<file path="src/rtl/traffic_phase_scheduler.sv">
// traffic_phase_scheduler: right-of-way sequencer for two vehicle approaches
// plus a pedestrian walk phase. Every handover goes green -> yellow -> all-red.
// Light codes: 2'b00 red, 2'b01 yellow, 2'b10 green.
module traffic_phase_scheduler #(
    parameter int CNT_W     = 32,
    parameter int MIN_GREEN = 500000,
    parameter int MAX_GREEN = 2000000,
    parameter int YELLOW    = 500000,
    parameter int ALL_RED   = 100000,
    parameter int WALK      = 1000000
) (
    input  logic       clk,
    input  logic       rst,
    input  logic       req_a,
    input  logic       req_b,
    input  logic       ped_req,
    output logic [1:0] La,
    output logic [1:0] Lb,
    output logic       walk,
    output logic       ped_wait
);

    typedef enum logic [2:0] {
        S_GA, S_YA, S_RA, S_GB, S_YB, S_RB, S_WK
    } state_t;

    localparam logic [1:0] C_RED = 2'b00;
    localparam logic [1:0] C_YEL = 2'b01;
    localparam logic [1:0] C_GRN = 2'b10;

    // Terminal timer values: a phase of length N ends on the edge where timer == N-1.
    localparam logic [CNT_W-1:0] L_MIN  = CNT_W'(MIN_GREEN - 1);
    localparam logic [CNT_W-1:0] L_MAX  = CNT_W'(MAX_GREEN - 1);
    localparam logic [CNT_W-1:0] L_YEL  = CNT_W'(YELLOW - 1);
    localparam logic [CNT_W-1:0] L_RED  = CNT_W'(ALL_RED - 1);
    localparam logic [CNT_W-1:0] L_WALK = CNT_W'(WALK - 1);

    state_t           r_state;
    state_t           w_next;
    logic [CNT_W-1:0] r_timer;
    logic             r_ped_pend;
    logic             r_last_side;   // 0: A was the last green, 1: B
    logic             w_change;
    logic             w_enter_wk;
    logic             w_green;

    assign w_change   = (w_next != r_state);
    assign w_enter_wk = w_change && (w_next == S_WK);
    assign w_green    = (r_state == S_GA) || (r_state == S_GB);

    // Next-state selection; greens leave only after minimum time, with
    // demand elsewhere, and once their own sensor drops or max time expires.
    always_comb begin
        w_next = r_state;
        case (r_state)
            S_GA: if ((r_timer >= L_MIN) && (req_b || r_ped_pend) &&
                      (!req_a || (r_timer == L_MAX)))
                      w_next = S_YA;
            S_YA: if (r_timer == L_YEL) w_next = S_RA;
            S_RA: if (r_timer == L_RED) w_next = r_ped_pend ? S_WK : S_GB;
            S_GB: if ((r_timer >= L_MIN) && (req_a || r_ped_pend) &&
                      (!req_b || (r_timer == L_MAX)))
                      w_next = S_YB;
            S_YB: if (r_timer == L_YEL) w_next = S_RB;
            S_RB: if (r_timer == L_RED) w_next = r_ped_pend ? S_WK : S_GA;
            S_WK: if (r_timer == L_WALK) w_next = r_last_side ? S_GA : S_GB;
            default: w_next = S_GA;
        endcase
    end

    // State register.
    always_ff @(posedge clk or negedge rst) begin
        if (!rst) r_state <= S_GA;
        else      r_state <= w_next;
    end

    // Phase timer: restarts on each transition, saturates while green.
    always_ff @(posedge clk or negedge rst) begin
        if (!rst)                          r_timer <= '0;
        else if (w_change)                 r_timer <= '0;
        else if (w_green && r_timer == L_MAX) r_timer <= r_timer;
        else                               r_timer <= r_timer + 1'b1;
    end

    // Pedestrian pending: a new press on the WK-entry edge outranks the clear.
    always_ff @(posedge clk or negedge rst) begin
        if (!rst) r_ped_pend <= 1'b0;
        else      r_ped_pend <= ped_req || (r_ped_pend && !w_enter_wk);
    end

    // Remember which approach last went green, so a walk hands over to the other.
    always_ff @(posedge clk or negedge rst) begin
        if (!rst)                                        r_last_side <= 1'b0;
        else if (r_state == S_GA && w_next == S_YA)      r_last_side <= 1'b0;
        else if (r_state == S_GB && w_next == S_YB)      r_last_side <= 1'b1;
    end

    // Light and lamp decode from the registered state.
    always_comb begin
        La   = C_RED;
        Lb   = C_RED;
        walk = 1'b0;
        case (r_state)
            S_GA:    La = C_GRN;
            S_YA:    La = C_YEL;
            S_GB:    Lb = C_GRN;
            S_YB:    Lb = C_YEL;
            S_WK:    walk = 1'b1;
            default: ;
        endcase
    end

    assign ped_wait = r_ped_pend;

endmodule

</file>
<file path="config.mk">
export PLATFORM = sky130hd
export DESIGN_NAME = traffic_phase_scheduler
export DESIGN_NICKNAME = d
export VERILOG_FILES = /design/src/rtl/traffic_phase_scheduler.sv
export SDC_FILE = /design/constraint.sdc
export NUM_CORES = 1
export LEC_CHECK = 0
export ABC_AREA = 1
export CELL_PAD_IN_SITES_DETAIL_PLACEMENT = 1
export CELL_PAD_IN_SITES_GLOBAL_PLACEMENT = 1
export CORE_UTILIZATION = 45
export CTS_BUF_LIST = sky130_fd_sc_hd__clkbuf_8
export DETAILED_ROUTE_END_ITERATION = 8
export GPL_TIMING_DRIVEN = 0
export PLACE_DENSITY_LB_ADDON = 0.1
export SKIP_LAST_GASP = 1
export SYNTH_ARGS = -nofsm -noshare
export SYNTH_HDL_FRONTEND = slang
export SYNTH_SLANG_ARGS = --single-unit
</file>
<file path="constraint.sdc">
create_clock -name clk -period 2.3 [get_ports clk]
set_input_delay 0.46 -clock clk [delete_from_list [all_inputs] [get_ports clk]]
set_output_delay 0.46 -clock clk [all_outputs]
set_load 0.05 [all_outputs]
</file>
# Word level (Yosys, flattened, before mapping)
# Index checks and enable logic that the tools add are counted.
[totals]
reg_bits = 37
input_bits = 5
output_inout_bits = 6
[op_classes]
n_addsub = 1
n_lt_le_gt_ge = 1
n_eq_ne = 15
mux = 18
reduce_logical = 20
[ops]
columns = ["op", "count"]
rows = [
  ["two-way mux 32 bit", 2],
  ["adder 32 x 1 -> 32 bit, second input constant", 1],
  ["equality test 32 x 17 -> 1 bit, second input constant", 1],
  ["equality test 32 x 19 -> 1 bit, second input constant", 1],
  ["equality test 32 x 20 -> 1 bit, second input constant", 1],
  ["equality test 32 x 21 -> 1 bit, second input constant", 1],
  ["greater-or-equal comparator 32 x 19 -> 1 bit, second input constant", 1],
  ["two-way mux 3 bit", 9],
  ["case mux 3 bit (7 select lines)", 1],
  ["equality test 3 bit, second input constant", 5],
  ["logical AND 1 bit", 9],
  ["case mux 2 bit (2 select lines)", 2],
  ["equality test 3 x 1 -> 1 bit, second input constant", 2],
  ["equality test 3 x 2 -> 1 bit, second input constant", 2],
  ["logical OR 1 bit", 6],
  ["zero test 1 bit", 3],
  ["zero test 3 bit", 1],
  ["two-way mux 1 bit", 3],
  ["!= test 3 bit", 1],
  ["two-way mux 2 bit", 1],
  ["!= test 2 bit, second input constant", 1],
  ["nonzero test 2 bit", 1],
]

# Longest topological paths before layout
# Gate-level depths: netlist of run 1.
[depth]
ltp_word = 10
ltp_mapped = 20
depth_no_buf = 19

# Worst setup path after synthesis of run 1
# No wires, ideal clock.
[synth_path]
path_kind = "reg-to-reg"
startpoint = "register r_state[2]"
endpoint = "register r_timer[28]"
arrival_time_ns = 2.615
path_slack_ns = -0.452
path_stages_with_launch = 12
path_buffers = 2
path_cell_list = "dfrtp_1 -> buf_6 -> nor3_1 -> o21a_1 -> nand3_1 -> nand3_2 -> nand2_2 -> nand2_2 -> nor2_4 -> nand2_4 -> buf_12 -> nor3_4"
[synth_via]
elab_chain_len = 4
word_cells_on_any_way = 20
classes_between = "eq/ne (8); mux (9); reduce/logical (3)"
[synth_lines]
columns = ["element", "line_no", "rtl"]
rows = [
  ["start: declaration", "38", "state_t r_state;"],
  ["start signal: assignment", "74", "else r_state <= w_next;"],
  ["equality test 3 bit, or another cell as far along", "55", "case (r_state)"],
  ["case mux 3 bit (7 select lines) *", "55", ""],
  ["named net w_next[0]", "39", "state_t w_next;"],
  ["!= test 3 bit *", "47", "assign w_change = (w_next != r_state);"],
  ["!= test 2 bit (no source line) or two-way mux 32 bit (tied branches)", "n/a", ""],
  ["end signal: assignment", "81", "else if (w_green && r_timer == L_MAX) r_timer <= r_timer;"],
  ["end signal: assignment", "82", "else r_timer <= r_timer + 1'b1;"],
  ["end: declaration", "40", "logic [CNT_W-1:0] r_timer;"],
]
# The timed path passes the listed nets; every way through them passes the cells marked *.
# A chain may end at the register's enable or synchronous reset.

# Final worst setup path of run 1
[layout_path]
startpoint = "register r_timer[25]"
endpoint = "register r_timer[22]"
[layout_via]
elab_chain_len = 7
word_cells_on_any_way = 23
classes_between = "order compare (1); eq/ne (6); mux (9); reduce/logical (7)"
[layout_lines]
columns = ["element", "line_no", "rtl"]
rows = [
  ["greater-or-equal comparator 32 x 19 -> 1 bit or equality test 32 x 21 -> 1 bit (tied branches)", "n/a", ""],
  ["logical AND 1 bit, or another cell as far along", "61", "S_GB: if ((r_timer >= L_MIN) && (req_a || r_ped_pend) &&"],
  ["logical AND 1 bit, on equally long branches", "61, 56", ""],
  ["two-way mux 3 bit, on equally long branches", "61, 56", ""],
  ["case mux 3 bit (7 select lines)", "55", ""],
  ["!= test 3 bit", "47", ""],
  ["!= test 2 bit (no source line) or two-way mux 32 bit (tied branches)", "n/a", ""],
]
# Parallel ways exist; a longest one is shown, timed or not.

==> results of run 1 <==
[logic make-up after synthesis]
group           count (synthesis)  share of synthesized area (%)
buf+inv                        63                           10.8
flops                          37                           32.9
xor+xnor                       16                           4.98
simple gates                  246                           45.9
compound gates                 20                           4.98
fa+ha+maj                       1                          0.445
[registers in the layout, summed over array words and instances, names as in the netlist]
register and count:
r_state 3, ped_wait 1, r_timer 32, r_last_side 1
[synthesized netlist by cell type, drive strengths merged (2+ instances only)]
cell type,number
nor3,26
buf,6
o21ai,5
nand3,30
xor2,15
dfrtp,37
nor4,6
a21oi,8
nand4,12
nand2,92
o22ai,2
inv,52
clkinv,4
o21bai,2
nor2,79
[final timing paths]
check | slack (ns) | endpoint
min | 0.27 | r_timer[29]$_DFFE_PN0P_
max in group asynchronous | 1.43 | r_timer[0]$_DFFE_PN0P_
min reg2reg | 0.55 | r_last_side$_DFFE_PN0P_
max reg2reg | -0.02 | r_timer[22]$_DFFE_PN0P_
max | -0.02 | r_timer[22]$_DFFE_PN0P_
min in group clk | 0.55 | r_last_side$_DFFE_PN0P_
[layout by cell type (no fill, tap or decap), types with 5 or more instances in the layout]
cell type	count
a21oi_1	5
nor2_2	31
clkbuf_8	6
nand2_2	15
nor2_1	40
nor3_4	7
nor3_2	5
xor2_1	15
buf_4	14
nand2_1	75
dfrtp_1	36
nand4_1	12
inv_1	45
nand3_1	25
inv_2	10
nor2_4	8
nor3_1	14
[worst reg2reg max path, delay by kind of cell, from the launching register on]
| kind | cells | cell delay [ns] |
|---|---|---|
| buffers and inverters | 4 | 0.54 |
| flip-flops | 1 | 0.39 |
| AND/OR/NAND/NOR | 12 | 1.31 |
[timing repair]
item | in CTS | in global routing
resized for setup | 21 | 17
pin swaps | 2 | 11
gates cloned | 0 | 1
endpoints found under the setup margin | 38 | 34
buffers inserted | 3 | 10
[per-stage QoR]
stage	util [%]	total power, W	instance area, sq um
final	55.7	0.00375	3340
after global routing	55.7	0.00394	3340
after CTS	53.0	0.00333	3180
after detailed placement	50.4	0.00282	3020
after global placement	50.4	0.00278	3020
after floorplan	-	0.00236	2830
[where the power goes]
part	internal, W	total [W]	switching [W]
sequential	0.000711	0.000768	0.0000567
combinational	0.000992	0.00253	0.00154
clock	0.000203	0.000451	0.000248
[final cells by class]
cell class	instances	area, sq um	area share (%)
multi-input cells	283	1700	51.1
flip-flops and latches	37	927	27.8
well taps	75	93.8	2.81
clock buffers	5	68.8	2.06
plain buffers	7	104	3.11
inverters	56	220	6.60
clock inverters	3	11.3	0.338
repair buffers	24	208	6.23
[metal layers]
| metal | track usage [%] | up-vias |
|---|---|---|
| met5 | 0 | - |
| met4 | 6.61 | 0 |
| met3 | 4.16 | 10 |
| li1 | - | 1280 |
| met2 | 44.0 | 23 |
| met1 | 31.7 | 1290 |
==> PnR_summary.wiki, run 1 <==
{| class="wikitable"
! Metric !! Value
|-
| Count of cell types in the netlist || 36
|-
| Power per cell area || approximately 1100 nW/um^2
|-
| Routed met1 length || around 3.7 mm
|-
| Count of vias placed by the detailed router || 2603
|-
| Maximum achievable frequency || roughly 0.43 GHz
|-
| Quantity of hold-fixing buffers added after cts || 0
|-
| Met3 Routed Length || 128 um
|-
| Violations in the final reports || negative setup slack
|-
| Leading cell types by total area after synthesis || dfrtp_1, nand2_1, nor2_2
|-
| WL final || ~8.0 mm
|-
| Share of cells above drive strength 1 || ~29%
|-
| Prevailing post-synth register cell || dfrtp_1
|-
| Worst hold path class || primary input to async pin
|-
| Overall overflow remaining after global route || 0
|-
| Detail-routed via count per cell || 5.31
|-
| Std-Cell Core Area || 5990 sq um
|-
| CTS H-tree depth || 2
|-
| Final #Nets || 420
|-
| Antenna Cells || 0
|-
| Slowest-stage cell, CP || dfrtp_1
|-
| Final count of hold timing violations || 0
|-
| Antenna Violating Nets Remaining || 0
|-
| Sum of negative setup slack || -0.0909 ns
|-
| Max-cap check violation count || 0
|-
| Slew @ Worst Pin || ~0.87 ns
|-
| Met2 layer wire length in the routed design || around 4 mm
|-
| Final Non-Filler Cells || 490
|-
| Mean area per synthesized cell || 7.34 sq um
|-
| Arrival time reported for the critical path endpoint || approximately 2.6 ns
|-
| Reg clk slew, reported paths || about 0.08 ns
|-
| Pre-antenna DRT Iters || 4
|-
| Net count of the mapped netlist || just under 400
|-
| Row count || 28
|-
| Syn Inst Count || around 380
|-
| Overall die area || around 6600 sq um
|-
| Finish-stage setup viols || 8
|-
| Portion of synthesized cell area occupied by the leading cell type || around 33%
|-
| Setup repair after global routing missed its margin || true
|-
| Setup CP Type || flop to flop
|-
| Setup slack after layout || -0.0233 ns
|-
| WP data required || about 2.5 ns
|-
| Critical Path Start Type || flop
|-
| # placed instances || between 400 and 500
|-
| Width of the die || about 81 um
|-
| Highest metal layer with signal wires || met4
|-
| Max FO, Critical Path || 7
|-
| Weighted congestion at the end of routability-driven global placement || around 0.84
|-
| Logic depth of the worst path, buffers included || 16
|-
| Post-synthesis to final-layout area growth || 18.6%
|-
| Logic depth of the worst register-to-register path || 16
|-
| IO Port Bufs || 10
|-
| LEAKAGE || between 1 and 1.5 nW
|-
| Die outline height || about 81 um
|-
| Insertion delay to the later sink of the worst-skew pair || about 0.3 ns
|-
| DP HPWL || around 5.7 mm
|-
| Register bit total from synthesis || 37
|-
| Minimum setup slack after placement || -0.440 ns
|-
| Cell class contributing the biggest share of worst-path delay || simple AND/OR/NAND/NOR gates
|-
| Crit path cell chain || inv_1 > nand2_1 > nor2_2 > nand2_2 > nor2_4 > buf_4 > buf_4 > nand4_1 > nand3_1 > nor2_2 > nand3_1 > nand2_2 > nor2_4 > nand2_8 > clkbuf_16 > nor3_4
|-
| Nature of the critical path endpoint || flop
|-
| Clock Skew || 0.0102 ns
|-
| Pins Over Slew Limit || 0
|-
| Sinks on Clock Net || 37
|-
| Via count of the first global-routing pass || between 2000 and 3000
|-
| First-pass GRT wire length || between 10 and 15 mm
|-
| Result of the run || complete, but fails checks
|-
| Sequential element share of the synthesized area || 32.9%
|-
| Drt wl/cell || between 15 and 20 um
|-
| Initial antenna violation count || 0
|-
| Detailed router's first-iteration violation count || 61
|-
| Slew margin rel. || between 40% and 50%
|-
| Clock root buffer || clkbuf_8
|-
| Tightest hold margin || ~0.27 ns
|-
| Share of async-settable or async-resettable flops after synthesis || 100%
|-
| Critical Path Max Stage Delay || around 0.4 ns
|-
| Count of buffering cells on the critical path with inverters included || 4
|-
| Fill cell total of the finished layout || 762
|-
| Fin crit share || 101%
|-
| Most area-hungry cell type in the Yosys netlist || dfrtp_1
|-
| Number of remaining DRC errors || 0
|-
| Syn. warnings || 0
|-
| Overall fraction of global-route tracks in use || between 20% and 30%
|-
| TritonCTS clock tree || yes
|-
| IO Count || 11
|-
| Largest net degree at the start of global routing || 38
|-
| Clock buffer depth || 2
|-
| Startpoint of the most critical setup path || r_timer[25]$_DFFE_PN0P_
|-
| VDD IR-drop max || approximately 1.6 mV
|-
| Shortest period the worst path allows || between 2 and 2.5 ns
|-
| Cell area after synthesis || between 2000 and 3000 sq um
|-
| Number of flops mapped to enable cells by yosys || 0
|-
| Initial standard-cell utilization of the core || roughly 47%
|-
| Startpoint of the worst-slack reg-to-reg timing path || r_timer[25]$_DFFE_PN0P_
|-
| Number of buffers created by CTS || 5
|}
Note: power is estimated with default switching activity, not from simulation.
==> run 2: changes to the inputs <==
Clock period 2.3 ns to 2.2 ns, I/O delays scaled along.
==> PnR_summary.wiki, run 2 (same netlist as run 1, synthesis figures left out) <==
{| class="wikitable"
! Metric !! Value
|-
| TritonCTS clock tree || yes
|-
| Detailed router's first-iteration violation count || 125 (+100%)
|-
| Pins Over Slew Limit || 0 (unchanged)
|-
| IO Port Bufs || 10 (unchanged)
|-
| Setup slack after layout || -0.305 ns (-0.281 ns)
|-
| Antenna Cells || 0 (unchanged)
|-
| CP most frequent cell || nand2_1
|-
| Share of cells above drive strength 1 || 41.4% (+12 points)
|-
| Drt wl/cell || 20.0 um (+23%)
|-
| Crit path cell chain || inv_1 > nand2_1 > nor2_1 > nand2_1 > nor2_4 > nand2_2 > nand2_1 > nand2_1 > a21oi_2 > nand2_1 > nand2_2 > nand2_1 > nand2_1 > inv_2 > nand2_4 > buf_12 > buf_8 > buf_12 > nor2_4
|-
| LEAKAGE || 1.63 nW (+14%)
|-
| Slew margin rel. || 39.6% (-2.5 points)
|-
| Number of remaining DRC errors || 0 (unchanged)
|-
| Tightest hold margin || 0.261 ns (-0.0102 ns)
|-
| Max-cap check violation count || 0 (unchanged)
|-
| Switch share || 47.1% (-2.0 points)
|-
| Clock buffer depth || 2 (unchanged)
|-
| Startpoint of the worst-slack reg-to-reg timing path || r_timer[17]$_DFFE_PN0P_
|-
| Critical Path Max Stage Delay || 0.46 ns (+0.07 ns)
|-
| Internal || 0.00295 W (+55%)
|-
| Fin crit share || 114% (+13 points)
|-
| Arrival time reported for the critical path endpoint || 2.69 ns (+0.14 ns)
|-
| Weighted congestion at the end of routability-driven global placement || 0.834 (-0.44%)
|-
| Shortest period the worst path allows || 2.50 ns (+0.181 ns)
|-
| Width of the die || 81.1 um (unchanged)
|-
| First-pass GRT wire length || 15.0 mm (+21%)
|-
| DP HPWL || 5.69 mm (+0.54%)
|-
| Startpoint of the most critical setup path || r_timer[17]$_DFFE_PN0P_
|-
| Largest registers || r_timer x32, r_state x3
|-
| Count of vias placed by the detailed router || 2896 (+11%)
|-
| Sequential share of power || 14.6% (-5.9 points)
|-
| Maximum achievable frequency || 0.399 GHz (-7.2%)
|-
| Result of the run || complete, but fails checks
|-
| Clock root buffer || clkbuf_8
|-
| Antenna Violating Nets Remaining || 0 (unchanged)
|-
| Overall die area || 6570 sq um (unchanged)
|-
| WL final || 10.4 mm (+30%)
|-
| Finish-stage setup viols || 34 (+26)
|-
| Critical Path Sink || r_timer[4]$_DFFE_PN0P_
|-
| Reg clk slew, reported paths || 0.08 ns (about the same)
|-
| Final count of hold timing violations || 0 (unchanged)
|-
| Overall overflow remaining after global route || 0 (unchanged)
|-
| Initial antenna violation count || 0 (unchanged)
|-
| VDD IR-drop max || 2.70 mV (+67%)
|-
| Clock Skew || 0.0116 ns (+0.00146 ns)
|-
| Std-Cell Core Area || 5990 sq um (unchanged)
|-
| Largest net degree at the start of global routing || 38 (unchanged)
|-
| Overall fraction of global-route tracks in use || 30.6% (+5.5 points)
|-
| Via count of the first global-routing pass || 2996 (+16%)
|-
| Row count || 28 (unchanged)
|-
| Area after detailed placement || 3030 sq um (+0.50%)
|-
| Cell class contributing the biggest share of worst-path delay || simple AND/OR/NAND/NOR gates
|-
| Register with the most flip-flops || r_timer
|-
| Logic depth of the worst path, buffers included || 19 (+3)
|-
| Detail-routed via count per cell || 5.58 (+5.0%)
|-
| Critical Path Start Type || flop
|-
| Final #Nets || 449 (+6.9%)
|-
| Setup CP Type || flop to flop
|-
| CTS H-tree depth || 2 (unchanged)
|-
| Number of buffers created by CTS || 5 (unchanged)
|-
| Count of buffering cells on the critical path with inverters included || 5 (+1)
|-
| Insertion delay to the later sink of the worst-skew pair || 0.30 ns (about the same)
|-
| Nature of the critical path endpoint || flop
|-
| Worst hold path class || primary input to async pin
|-
| Post-synthesis to final-layout area growth || 36.9%
|-
| Sum of negative setup slack || -8.53 ns (-8.44 ns)
|-
| IO Count || 11 (unchanged)
|-
| Max FO, Critical Path || 5 (-2)
|-
| Switching power || 0.00263 W (+43%)
|-
| Pre-antenna DRT Iters || 4 (unchanged)
|-
| Die outline height || 81.1 um (unchanged)
|-
| Post-route cell area || 3850 sq um (+15%)
|-
| Power per cell area || 1450 nW/um^2 (+29%)
|-
| Slowest-stage cell, CP || dfrtp_2
|-
| Violations in the final reports || negative setup slack
|-
| Register-to-register setup slack || -0.30 ns (-0.28 ns)
|-
| Logic depth of the worst register-to-register path || 19 (+3)
|-
| Relative contribution of the clock network to total power || 8.5% (-3.5 points)
|-
| Max FFs per register || 32 (unchanged)
|-
| Slew @ Worst Pin || 0.906 ns (+0.0368 ns)
|-
| WP data required || 2.38 ns (-0.15 ns)
|-
| Commonest cells after routing, fill and taps aside || nand2_1, inv_1, buf_4, nor2_1, nor2_4
|-
| Most frequent standard cell in the layout excluding fill and tap cells || nand2_1
|-
| Initial standard-cell utilization of the core || 47.0% (unchanged)
|-
| Setup repair after global routing missed its margin || true
|-
| End of the worst register-to-register path || r_timer[4]$_DFFE_PN0P_
|-
| Combinational share of power || 76.9% (+9.4 points)
|-
| Sinks on Clock Net || 37 (unchanged)
|-
| Quantity of hold-fixing buffers added after cts || 0 (unchanged)
|}
-- run 2: cell types whose count changed in the layout (fill, tap and decap cells not counted), sizes merged --
cell,before,now
clkbuf,8,9
dlygate4sd2,4,2
clkinvlp,1,0
buf,20,50
clkinv,3,4
-- run 2: final cells by class --
class | instances | area (sq um)
fillers | 717 | 2140
multi-input cells | 283 | 1930
flip-flops and latches | 37 | 935
repair buffers | 54 | 504
inverters | 56 | 221
well taps | 75 | 93.8
plain buffers | 6 | 83.8
clock buffers | 5 | 68.8
clock inverters | 3 | 11.3
-- run 2: power groups by stage --
stage / Sequential (W) / Combinational (W) / Clock, W
final: 0.000816 / 0.00429 / 0.000474
after global routing: 0.000819 / 0.00443 / 0.000508
after CTS: 0.000807 / 0.00411 / 0.000473
after detailed placement: 0.000822 / 0.00215 / 0
after global placement: 0.000820 / 0.00212 / 0
after floorplan: 0.000803 / 0.00170 / 0
-- run 2: worst min-delay path by stage --
stage	end	startpoint	depth (start not counted)
global route	r_timer[14]$_DFFE_PN0P_	rst	1
global placement	r_last_side$_DFFE_PN0P_	r_last_side$_DFFE_PN0P_	2
finish	r_timer[9]$_DFFE_PN0P_	rst	1
floorplan	ped_wait$_DFF_PN0_	rst	0
CTS	r_timer[9]$_DFFE_PN0P_	rst	1
detailed placement	r_last_side$_DFFE_PN0P_	r_last_side$_DFFE_PN0P_	2
-- run 2: through the flow --
stage          power, W  setup WS, ns  std cells  util [%]
6_report        0.00558        -0.305        519      64.3
5_1_grt         0.00576        -0.424        519      64.3
4_1_cts         0.00539        -0.129        509      61.2
3_5_place_dp    0.00297        -0.547        468      50.6
3_3_place_gp    0.00294        -0.497        468      50.7
2_1_floorplan   0.00250       0.00764        383         -
-- run 2: layer usage --
metal	up-vias	GRT usage (%)	wire, um
met5	-	0	0
met4	0	9.82	365
met3	36	4.27	304
met2	60	55.1	5430
met1	1457	37.4	4260
li1	1343	-	-
-- run 2: repair_timing --
action,in CTS,in global routing
pin swaps,14,17
buffers inserted,31,11
cloned,3,0
setup endpoints to repair,38,37
resized for setup,70,42
==> run 3: changes to the inputs <==
Settings changed: CAP_MARGIN set to 25, PLACE_DENSITY set to 0.78, PLACE_DENSITY_LB_ADDON 0.1 to unset.
==> PnR_summary.wiki, run 3 (same netlist as run 1, synthesis figures left out) <==
{| class="wikitable"
! Metric !! Value
|-
| IO Count || 11 (unchanged)
|-
| Antenna Cells || 0 (unchanged)
|-
| # placed instances || 468 (unchanged)
|-
| Count of vias placed by the detailed router || 2667 (-7.9%)
|-
| Setup slack after layout || -0.120 ns (+0.185 ns)
|-
| Max FFs per register || 32 (unchanged)
|-
| Sinks on Clock Net || 37 (unchanged)
|-
| Finish-stage setup viols || 30 (-12%)
|-
| Largest net degree at the start of global routing || 38 (unchanged)
|-
| Insertion delay to the later sink of the worst-skew pair || 0.29 ns (about the same)
|-
| Share of cells above drive strength 1 || 35.4% (-6.1 points)
|-
| Weighted congestion at the end of routability-driven global placement || 0.850 (+1.9%)
|-
| Overall power consumption || 0.00518 W (-7.2%)
|-
| Number of buffers created by CTS || 5 (unchanged)
|-
| CTS H-tree depth || 2 (unchanged)
|-
| Setup CP Type || flop to flop
|-
| Final Non-Filler Cells || 499 (-3.9%)
|-
| Internal || 0.00272 W (-7.6%)
|-
| Via count of the first global-routing pass || 2850 (-4.9%)
|-
| Slew @ Worst Pin || 0.860 ns (-0.0463 ns)
|-
| Width of the die || 81.1 um (unchanged)
|-
| Setup repair after global routing missed its margin || true
|-
| Critical Path Max Stage Delay || 0.40 ns (-0.06 ns)
|-
| Pre-antenna DRT Iters || 4 (unchanged)
|-
| Pins Over Slew Limit || 0 (unchanged)
|-
| Detail-routed via count per cell || 5.34 (-4.2%)
|-
| Critical Path Start Type || flop
|-
| Overall overflow remaining after global route || 0 (unchanged)
|-
| Initial antenna violation count || 0 (unchanged)
|-
| Combinational share of power || 74.9% (-2.0 points)
|-
| Result of the run || complete, but fails checks
|-
| End of the worst register-to-register path || r_timer[8]$_DFFE_PN0P_
|-
| WP data required || 2.42 ns (+0.04 ns)
|-
| Post-Route Utilization || 61.0% (-3.3 points)
|-
| Slowest-stage cell, CP || dfrtp_1
|-
| Logic depth of the worst register-to-register path || 17 (-2)
|-
| Max-cap check violation count || 0 (unchanged)
|-
| Violations in the final reports || negative setup slack
|-
| Area of combinational cells with multiple inputs || 1900 sq um (-1.9%)
|-
| Die outline height || 81.1 um (unchanged)
|-
| Switch share || 47.4% (+0.23 points)
|-
| Count of buffering cells on the critical path with inverters included || 3 (-2)
|-
| Initial standard-cell utilization of the core || 47.0% (unchanged)
|-
| Final #Nets || 430 (-4.2%)
|-
| Most frequent standard cell in the layout excluding fill and tap cells || nand2_1
|-
| Detailed router's first-iteration violation count || 97 (-22%)
|-
| Fill cell total of the finished layout || 733 (+2.2%)
|-
| Sequential share of power || 15.6% (+1.0 points)
|-
| Power per cell area || 1420 nW/um^2 (-2.2%)
|-
| LEAKAGE || 1.55 nW (-5.2%)
|-
| Tightest hold margin || 0.255 ns (-0.00521 ns)
|-
| Worst hold path class || primary input to async pin
|-
| Clock root buffer || clkbuf_8
|-
| Quantity of hold-fixing buffers added after cts || 0 (unchanged)
|-
| Drt wl/cell || 17.0 um (-15%)
|-
| Antenna Violating Nets Remaining || 0 (unchanged)
|-
| Register-to-register setup slack || -0.12 ns (+0.18 ns)
|-
| Fin crit share || 105% (-8.4 points)
|-
| DP HPWL || 5.65 mm (-0.62%)
|-
| Largest registers || r_timer x32, r_state x3
|-
| Combined flip-flop and latch cell area || 928 sq um (-0.67%)
|-
| Switching power || 0.00245 W (-6.7%)
|-
| VDD IR-drop max || 2.42 mV (-10%)
|-
| Clock buffer depth || 2 (unchanged)
|-
| Clock Skew || 0.00936 ns (-0.00226 ns)
|-
| Cell class contributing the biggest share of worst-path delay || simple AND/OR/NAND/NOR gates
|-
| Std-Cell Core Area || 5990 sq um (unchanged)
|-
| Post-synthesis to final-layout area growth || 29.9%
|-
| Shortest period the worst path allows || 2.32 ns (-0.185 ns)
|-
| First-pass GRT wire length || 13.7 mm (-8.7%)
|-
| Reg clk slew, reported paths || 0.08 ns (about the same)
|-
| Row count || 28 (unchanged)
|-
| Arrival time reported for the critical path endpoint || 2.54 ns (-0.15 ns)
|-
| Crit path cell chain || ha_4 > nand3_4 > clkinv_4 > nand3_4 > nor2_4 > nand2_4 > a21oi_4 > nand2_2 > nand2_4 > nand3_4 > nand2_2 > nand2_2 > nor2_4 > nand2_4 > buf_12 > buf_12 > nor3_4
|-
| WL final || 8.50 mm (-18%)
|-
| IO Port Bufs || 10 (unchanged)
|-
| Number of remaining DRC errors || 0 (unchanged)
|-
| Slew margin rel. || 42.7% (+3.1 points)
|-
| Startpoint of the worst-slack reg-to-reg timing path || r_timer[1]$_DFFE_PN0P_
|-
| Max FO, Critical Path || 5 (unchanged)
|-
| Overall die area || 6570 sq um (unchanged)
|-
| Register with the most flip-flops || r_timer
|-
| Commonest cells after routing, fill and taps aside || nand2_1, inv_1, nor2_1, dfrtp_1, nor2_4
|-
| Nature of the critical path endpoint || flop
|-
| Maximum achievable frequency || 0.431 GHz (+8.0%)
|-
| TritonCTS clock tree || yes
|-
| Overall fraction of global-route tracks in use || 28.1% (-2.5 points)
|-
| Relative contribution of the clock network to total power || 9.4% (+0.9 points)
|-
| Final count of hold timing violations || 0 (unchanged)
|}
## run 3: how the worst max path moves through the flow
| stage | depth (start not counted) | slack (ns) | to | startpoint |
|---|---|---|---|---|
| after detailed placement | 9 | -0.52 | r_timer[2]$_DFFE_PN0P_ | r_timer[0]$_DFFE_PN0P_ |
| after floorplan | 12 | 0.008 | r_timer[28]$_DFFE_PN0P_ | r_state[1]$_DFF_PN0_ |
| after CTS | 17 | -0.06 | r_timer[5]$_DFFE_PN0P_ | r_timer[12]$_DFFE_PN0P_ |
| final | 17 | -0.12 | r_timer[8]$_DFFE_PN0P_ | r_timer[1]$_DFFE_PN0P_ |
| after global routing | 17 | -0.25 | r_timer[8]$_DFFE_PN0P_ | r_timer[1]$_DFFE_PN0P_ |
| after global placement | 11 | -0.50 | r_timer[7]$_DFFE_PN0P_ | r_timer[0]$_DFFE_PN0P_ |
## run 3: layout make-up
class / instances / area share [%]
Multi-Input combinational cell: 283 / 51.9
Inverter: 56 / 6.06
Buffer: 6 / 2.29
Timing Repair Buffer: 35 / 9.45
Clock inverter: 1 / 0.103
Tap cell: 75 / 2.57
Clock buffer: 6 / 2.26
Sequential cell: 37 / 25.4
## run 3: routing by layer
layer | wire length (um) | vias to the layer above | GRT usage (%)
met5 | 0 | - | 0
li1 | - | 1300 | -
met4 | 120 | 0 | 10.2
met2 | 4440 | 33 | 50.9
met3 | 226 | 13 | 4.04
met1 | 3710 | 1321 | 33.5
## run 3: stage by stage
step | cell area, sq um | setup slack [ns] | setup TNS [ns]
after detailed placement | 3030 | -0.525 | -12.40
after global routing | 3650 | -0.249 | -6.33
final | 3650 | -0.120 | -2.25
after global placement | 3040 | -0.501 | -20.87
after CTS | 3520 | -0.0565 | -0.381
after floorplan | 2840 | 0.00764 | 0
## run 3: power by group through the flow
| stage | Combinational (W) | Clock [W] | Sequential, W |
|---|---|---|---|
| floorplan | 0.00170 | 0 | 0.000803 |
| global placement | 0.00212 | 0 | 0.000820 |
| detailed placement | 0.00215 | 0 | 0.000822 |
| CTS | 0.00388 | 0.000499 | 0.000806 |
| global route | 0.00404 | 0.000523 | 0.000815 |
| finish | 0.00388 | 0.000489 | 0.000809 |
## run 3: timing repair
action,in CTS,in global routing
pin swaps,17,12
cloned,3,0
setup buffers,21,2
setup endpoints to repair,38,36
resized for setup,52,38
## run 3: worst reg2reg max path, cell delays in order (launching register included)
cell	delay, ns
dfrtp_1	0.40
ha_4	0.17
nand3_4	0.13
clkinv_4	0.10
nand3_4	0.07
nor2_4	0.14
nand2_4	0.07
a21oi_4	0.18
nand2_2	0.08
nand2_4	0.10
nand3_4	0.07
nand2_2	0.06
nand2_2	0.06
nor2_4	0.12
nand2_4	0.08
buf_12	0.15
buf_12	0.15
nor3_4	0.10
